<file path="src/rtl/mips_pkg.sv">
// Shared MIPS encoding constants and enums used by the encoder and decoder.
// Holds opcode/funct values, the op_sel enumeration and encoder FSM states.
package mips_pkg;

  localparam logic [5:0] OP_RTYPE = 6'b000000;
  localparam logic [5:0] OP_ADDI  = 6'b001000;
  localparam logic [5:0] OP_LW    = 6'b100011;
  localparam logic [5:0] OP_SW    = 6'b101011;
  localparam logic [5:0] OP_BEQ   = 6'b000100;
  localparam logic [5:0] OP_J     = 6'b000010;

  localparam logic [5:0] FN_ADD = 6'b100000;
  localparam logic [5:0] FN_SUB = 6'b100010;
  localparam logic [5:0] FN_SLT = 6'b101010;
  localparam logic [5:0] FN_MUL = 6'b011100;

  typedef enum logic [3:0] {
    SEL_ADD  = 4'd0,
    SEL_SUB  = 4'd1,
    SEL_SLT  = 4'd2,
    SEL_MUL  = 4'd3,
    SEL_ADDI = 4'd4,
    SEL_LW   = 4'd5,
    SEL_SW   = 4'd6,
    SEL_BEQ  = 4'd7,
    SEL_J    = 4'd8
  } op_sel_e;

  typedef enum logic [1:0] {
    ST_IDLE = 2'd0,
    ST_LOAD = 2'd1,
    ST_DONE = 2'd2
  } enc_state_e;

endpackage

</file>
<file path="src/rtl/mips_instr_pack.sv">
// Combinational packer: symbolic fields -> 32-bit MIPS word plus legal flag.
// Ports: op_sel/rs/rt/rd/imm/target in; word, legal out. Unused fields are 0.
module mips_instr_pack
  import mips_pkg::*;
(
  input  logic [3:0]  op_sel,
  input  logic [4:0]  rs,
  input  logic [4:0]  rt,
  input  logic [4:0]  rd,
  input  logic [15:0] imm,
  input  logic [25:0] target,
  output logic [31:0] word,
  output logic        legal
);

  always_comb begin
    word  = '0;
    legal = 1'b1;
    unique case (1'b1)
      (op_sel == SEL_ADD):
        word = {OP_RTYPE, rs, rt, rd, 5'd0, FN_ADD};
      (op_sel == SEL_SUB):
        word = {OP_RTYPE, rs, rt, rd, 5'd0, FN_SUB};
      (op_sel == SEL_SLT):
        word = {OP_RTYPE, rs, rt, rd, 5'd0, FN_SLT};
      (op_sel == SEL_MUL):
        word = {OP_RTYPE, rs, rt, rd, 5'd0, FN_MUL};
      (op_sel == SEL_ADDI):
        word = {OP_ADDI, rs, rt, imm};
      (op_sel == SEL_LW):
        word = {OP_LW, rs, rt, imm};
      (op_sel == SEL_SW):
        word = {OP_SW, rs, rt, imm};
      (op_sel == SEL_BEQ):
        word = {OP_BEQ, rs, rt, imm};
      (op_sel == SEL_J):
        word = {OP_J, target};
      default:
        legal = 1'b0;
    endcase
  end

endmodule

</file>
<file path="src/rtl/mips_instr_encoder.sv">
// Program loader: encodes streamed instructions and writes them to imem.
// Ports: start/base_addr arm, valid/ready fields in, imem write, status out.
module mips_instr_encoder
  import mips_pkg::*;
#(
  parameter int AW = 8
) (
  input  logic          clk,
  input  logic          rst,
  input  logic          start,
  input  logic [AW-1:0] base_addr,
  input  logic          in_valid,
  output logic          in_ready,
  input  logic [3:0]    op_sel,
  input  logic [4:0]    rs,
  input  logic [4:0]    rt,
  input  logic [4:0]    rd,
  input  logic [15:0]   imm,
  input  logic [25:0]   target,
  input  logic          in_last,
  output logic          imem_we,
  output logic [AW-1:0] imem_addr,
  output logic [31:0]   imem_wdata,
  output logic          busy,
  output logic          done,
  output logic [AW:0]   word_count,
  output logic          err_illegal
);

  localparam logic [AW-1:0] MAX_ADDR = '1;

  enc_state_e    state;
  enc_state_e    nxt;
  logic [AW-1:0] ptr;
  logic [AW:0]   cnt;
  logic          err;
  logic          we_q;
  logic [AW-1:0] addr_q;
  logic [31:0]   wdata_q;

  logic [31:0]   enc_word;
  logic          enc_legal;
  logic          loading;
  logic          accept;
  logic          wr;
  logic          at_max;

  mips_instr_pack u_pack (
    .op_sel (op_sel),
    .rs     (rs),
    .rt     (rt),
    .rd     (rd),
    .imm    (imm),
    .target (target),
    .word   (enc_word),
    .legal  (enc_legal)
  );

  assign loading = (state == ST_LOAD);
  assign accept  = in_valid & loading;
  assign wr      = accept & enc_legal;
  assign at_max  = (ptr == MAX_ADDR);

  always_comb begin
    nxt = state;
    unique case (state)
      ST_IDLE, ST_DONE:
        if (start) nxt = ST_LOAD;
      ST_LOAD:
        // Last slot of memory ends the program; pointer must not wrap.
        if (accept && (in_last || (enc_legal && at_max)))
          nxt = ST_DONE;
      default:
        nxt = ST_IDLE;
    endcase
  end

  always_ff @(posedge clk) begin
    if (rst) begin
      state   <= ST_IDLE;
      ptr     <= '0;
      cnt     <= '0;
      err     <= 1'b0;
      we_q    <= 1'b0;
      addr_q  <= '0;
      wdata_q <= '0;
    end else begin
      state <= nxt;
      we_q  <= wr;
      if (start && !loading) begin
        ptr <= base_addr;
        cnt <= '0;
        err <= 1'b0;
      end
      if (wr) begin
        addr_q  <= ptr;
        wdata_q <= enc_word;
        cnt     <= cnt + (AW+1)'(1);
        if (!at_max) ptr <= ptr + AW'(1);
      end
      if (accept && !enc_legal) err <= 1'b1;
    end
  end

  assign in_ready    = loading;
  assign busy        = loading;
  assign done        = (state == ST_DONE);
  assign imem_we     = we_q;
  assign imem_addr   = addr_q;
  assign imem_wdata  = wdata_q;
  assign word_count  = cnt;
  assign err_illegal = err;

endmodule

</file>
<file path="config.mk">
export PLATFORM = sky130hd
export DESIGN_NAME = mips_instr_encoder
export DESIGN_NICKNAME = d
export VERILOG_FILES = /design/src/rtl/mips_pkg.sv /design/src/rtl/mips_instr_pack.sv /design/src/rtl/mips_instr_encoder.sv
export SDC_FILE = /design/constraint.sdc
export NUM_CORES = 1
export LEC_CHECK = 0
export ABC_CLOCK_PERIOD_IN_PS = 1900
export BUFFER_PORTS_ARGS = -buffer_cell sky130_fd_sc_hd__buf_2
export CAP_MARGIN = 15
export CELL_PAD_IN_SITES_DETAIL_PLACEMENT = 0
export CELL_PAD_IN_SITES_GLOBAL_PLACEMENT = 2
export CORE_MARGIN = 1.5
export CORE_UTILIZATION = 26
export DETAILED_ROUTE_END_ITERATION = 16
export GPL_TIMING_DRIVEN = 0
export PLACE_DENSITY_LB_ADDON = 0.1
export SYNTH_ARGS = -nofsm -noshare
export SYNTH_HDL_FRONTEND = slang
export SYNTH_SLANG_ARGS = --single-unit
</file>
<file path="constraint.sdc">
create_clock -name clk -period 1.9 [get_ports clk]
set_clock_uncertainty 0.1 [all_clocks]
set_input_delay 0.19 -clock clk [delete_from_list [all_inputs] [get_ports clk]]
set_output_delay 0.19 -clock clk [all_outputs]
set_load 0.01 [all_outputs]
</file>
==> flow_metrics.tcl <==
set metrics [dict create \
    status "finished, final reports clean" \
    n_antenna_cell 0 \
    cts_setup_buffers 0 \
    clk_latency_ps 350 \
    setup_viol_count_final 0 \
    finalCritPeriodShare_pct 93.7 \
    power_frac_clock_pct 38.3 \
    seqPwrFrac_pct 46.8 \
    ctsHtreeMaxLevel 3 \
    gp_congestion 0.768 \
    synth.distinct_cells 50 \
    port_buffers 124 \
    synthFlopType "dfxtp_1" \
    sw_frac_of_total_pct 27.7 \
    rows 38 \
    rr_startpoint "ptr[0]" \
    wl_per_cell_um 15.6 \
    wl_um 9820 \
    p_sw_w 0.000781 \
    cts.sinks 59 \
    path_buf_inv 1 \
    finalHoldViolCount 0 \
    reg2reg_slack_ps 120 \
    final_core_util_pct 36.0 \
    ys_seq_area_share_pct 40.9 \
    clockRootBuffer "clkbuf_8" \
    drv_cap 0 \
    start_util_pct 26.6 \
    dieHeight_um 108 \
    dr.pass1.iters 4 \
    die_width_um 108 \
    max-slew-margin-rel_pct 54.2 \
    critPathSlowestCell "dfxtp_1" \
    slew_violations 0 \
    synth_edf_count 0 \
    power_frac_comb_pct 15.0 \
    final_layout_size_suffix_gt1_share_pct 33.6 \
    core_area_mm2 0.0108 \
    powerDensity_mw_per_mm2 722 \
    async_flop_share_pct 0 \
    syn_nets 421 \
    p_int_w 0.00204 \
    total_leakage_power_nw 1.69 \
    crit_family "compound AO/OA/AOI/OAI gates" \
    grt.total_usage_pct 17.1 \
    dp_hpwl_um 7270 \
    synthCells 345 \
    peakVddDrop_mv 0.254 \
    vias 3096 \
    synth_area_mm2 0.00289 \
    grt_pass1_wl_um 15200 \
    maxClockFrequency_mhz 562 \
    viasPerCell 4.93 \
    area_delta_synth_final_pct 35.4 \
    clk_pin_slew_ps 70 \
    cts_tree "done" \
    drc 0 \
    rsz0062_at_grt "false" \
    finalNonFillerCells 628 \
    worst_slew_pin_slew_ps 687 \
    die_area_mm2 0.0117 \
    reg2reg_depth 6 \
    worstReg2RegEnd "ptr[4]" \
    cts_buffers 9 \
    grt_max_degree 11 \
    setup.worst_path.class "flip-flop to flip-flop" \
    holdCritPathClass "input pin to flip-flop" \
    antenna_found_initial 0 \
    cp.depth 6 \
    fin_crit_ps 1780 \
    critPathLaunchType "flip-flop" \
    fin_nets 560 \
    grt_pass1_vias 2908 \
    timing.critical_path.slowest_cell_delay_ps 370 \
    cp-end-kind "flip-flop" \
    postRouteAntennaNets 0 \
    syn_area_per_cell_um2 8.36 \
    drt_iter0_markers 120 \
    post-place-cells 609 \
    overflow 0 \
    cts_buffer_depth 2 \
    ioPinCount 128 \
    path_cells "ha_1, and4_1, a211o_1, buf_6, o211ai_1, a21oi_1" \
    cp_max_fo 10 \
    crit_start "ptr[0]" \
    worstPathArrival_ps 1900 \
    worstSetupEndpoint "ptr[4]" \
    worstPathRequired_ps 2020 \
    synth_warnings 0 \
    finalSetupTns_ps 0 \
    synth_seq_cells 59 \
]
-- routing by layer --
metal | share of wire [%] | wire length (um) | global-route usage, %
met2 | 47 | 4570 | 28.3
met4 | 2.0 | 199 | 7.89
met3 | 6.2 | 611 | 3.44
met5 | 0 | 0 | 0
met1 | 45 | 4440 | 21.2
-- per-stage QoR --
| stage | area (um^2) | hold slack [ps] | setup WS, ps | total power, W |
|---|---|---|---|---|
| 2_1_floorplan | 2890 | 239 | 259 | 0.00158 |
| 4_1_cts | 3900 | 37.6 | 37.8 | 0.00287 |
| 3_3_place_gp | 3680 | 345 | -166 | 0.00177 |
| 6_report | 3910 | 44.0 | 120 | 0.00282 |
| 5_1_grt | 3910 | 54.2 | 1.57 | 0.00297 |
| 3_5_place_dp | 3680 | 347 | -154 | 0.00177 |
-- Yosys cell counts, types with 3 or more instances --
cell | n | area (um^2)
a211oi_1 | 7 | 52.6
a21oi_1 | 31 | 155
a221oi_1 | 22 | 193
a2bb2oi_1 | 3 | 26.3
and3_1 | 5 | 31.3
buf_4 | 5 | 37.5
buf_6 | 6 | 67.6
clkbuf_1 | 19 | 71.3
dfxtp_1 | 59 | 1180
inv_1 | 5 | 18.8
mux2_2 | 6 | 67.6
nand2_1 | 29 | 109
nand2b_1 | 4 | 25.0
nand3_1 | 12 | 60.1
nand3b_1 | 3 | 22.5
nand4_1 | 3 | 18.8
nor2_1 | 40 | 150
nor2b_1 | 3 | 18.8
nor3_1 | 29 | 145
nor3b_1 | 7 | 52.6
o21ai_0 | 5 | 25.0
-- worst min path at each step --
stage / start / endpoint / cells after the start
after floorplan: start / state[0] / 2
after global placement: imem_addr[3] / imem_addr[3] / 2
after detailed placement: imem_addr[3] / imem_addr[3] / 2
after CTS: target[16] / imem_wdata[16] / 3
after global routing: target[16] / imem_wdata[16] / 3
final: target[23] / imem_wdata[23] / 3
-- logic make-up (layout without fill, tap and decap cells) --
logic type	Yosys count	after routing	share of synthesized area (%)
AO/OA/AOI/OAI	86	86	20.6
XOR/XNOR	2	2	0.607
adder cells (fa/ha/maj)	2	2	0.867
buffers and inverters	38	181	7.24
flip-flops	59	59	40.9
multiplexers	9	9	3.43
other	1	1	0.130
AND/OR/NAND/NOR	148	148	26.2
-- what timing repair did --
| item | CTS | global route |
|---|---|---|
| resized for setup | 1 | 6 |
| hold buffers | 4 | 0 |
| setup endpoints to repair | 1 | 16 |
| endpoints found under the hold margin | 4 | 0 |
-- sequential cells by signal (all words and copies together), names as in the netlist --
name,cells
imem_addr,8
imem_wdata,30
imem_we,1
ptr,8
state,2
err_illegal,1
word_count,9
-- final cells by class --
class | count | area (um^2)
well taps | 140 | 175
repair buffers | 128 | 661
plain buffers | 32 | 190
fillers | 1201 | 6930
inverters | 6 | 22.5
flip-flops and latches | 59 | 1180
clock inverters | 2 | 10.0
clock buffers | 13 | 169
multi-input cells | 248 | 1500
-- cells in the final DEF, fill, tap and decap left out, drive strengths merged, types with 3 or more instances in the layout --
| cell type | Yosys | layout |
|---|---|---|
| nand3 | 12 | 12 |
| nand2 | 29 | 29 |
| clkbuf | 19 | 32 |
| inv | 5 | 5 |
| nor3b | 7 | 7 |
| dlygate4sd3 | 0 | 4 |
| a221oi | 22 | 22 |
| clkinv | 1 | 3 |
| nand3b | 3 | 3 |
| a2bb2oi | 3 | 3 |
| nor3 | 29 | 29 |
| a21oi | 32 | 32 |
| nand4 | 3 | 3 |
| buf | 13 | 137 |
| nand2b | 4 | 4 |
| nor2 | 40 | 40 |
| a211oi | 7 | 7 |
| dfxtp | 59 | 59 |
| mux2 | 7 | 7 |
| nor2b | 3 | 3 |
| o21ai | 5 | 5 |
| and3 | 5 | 5 |
| nor4 | 4 | 4 |
-- tightest hold or removal path, stage by stage --
cell and delay, ps:
buf_2 80, a221oi_1 60, nor3_1 120
-- power by group through the flow --
stage / logic [W] / registers, W / clock network, W
2_1_floorplan: 0.000223 / 0.00135 / 0
3_3_place_gp: 0.000420 / 0.00135 / 0
3_5_place_dp: 0.000421 / 0.00135 / 0
4_1_cts: 0.000430 / 0.00132 / 0.00112
5_1_grt: 0.000474 / 0.00133 / 0.00117
6_report: 0.000423 / 0.00132 / 0.00108
Note: power is estimated with default switching activity, not from simulation.
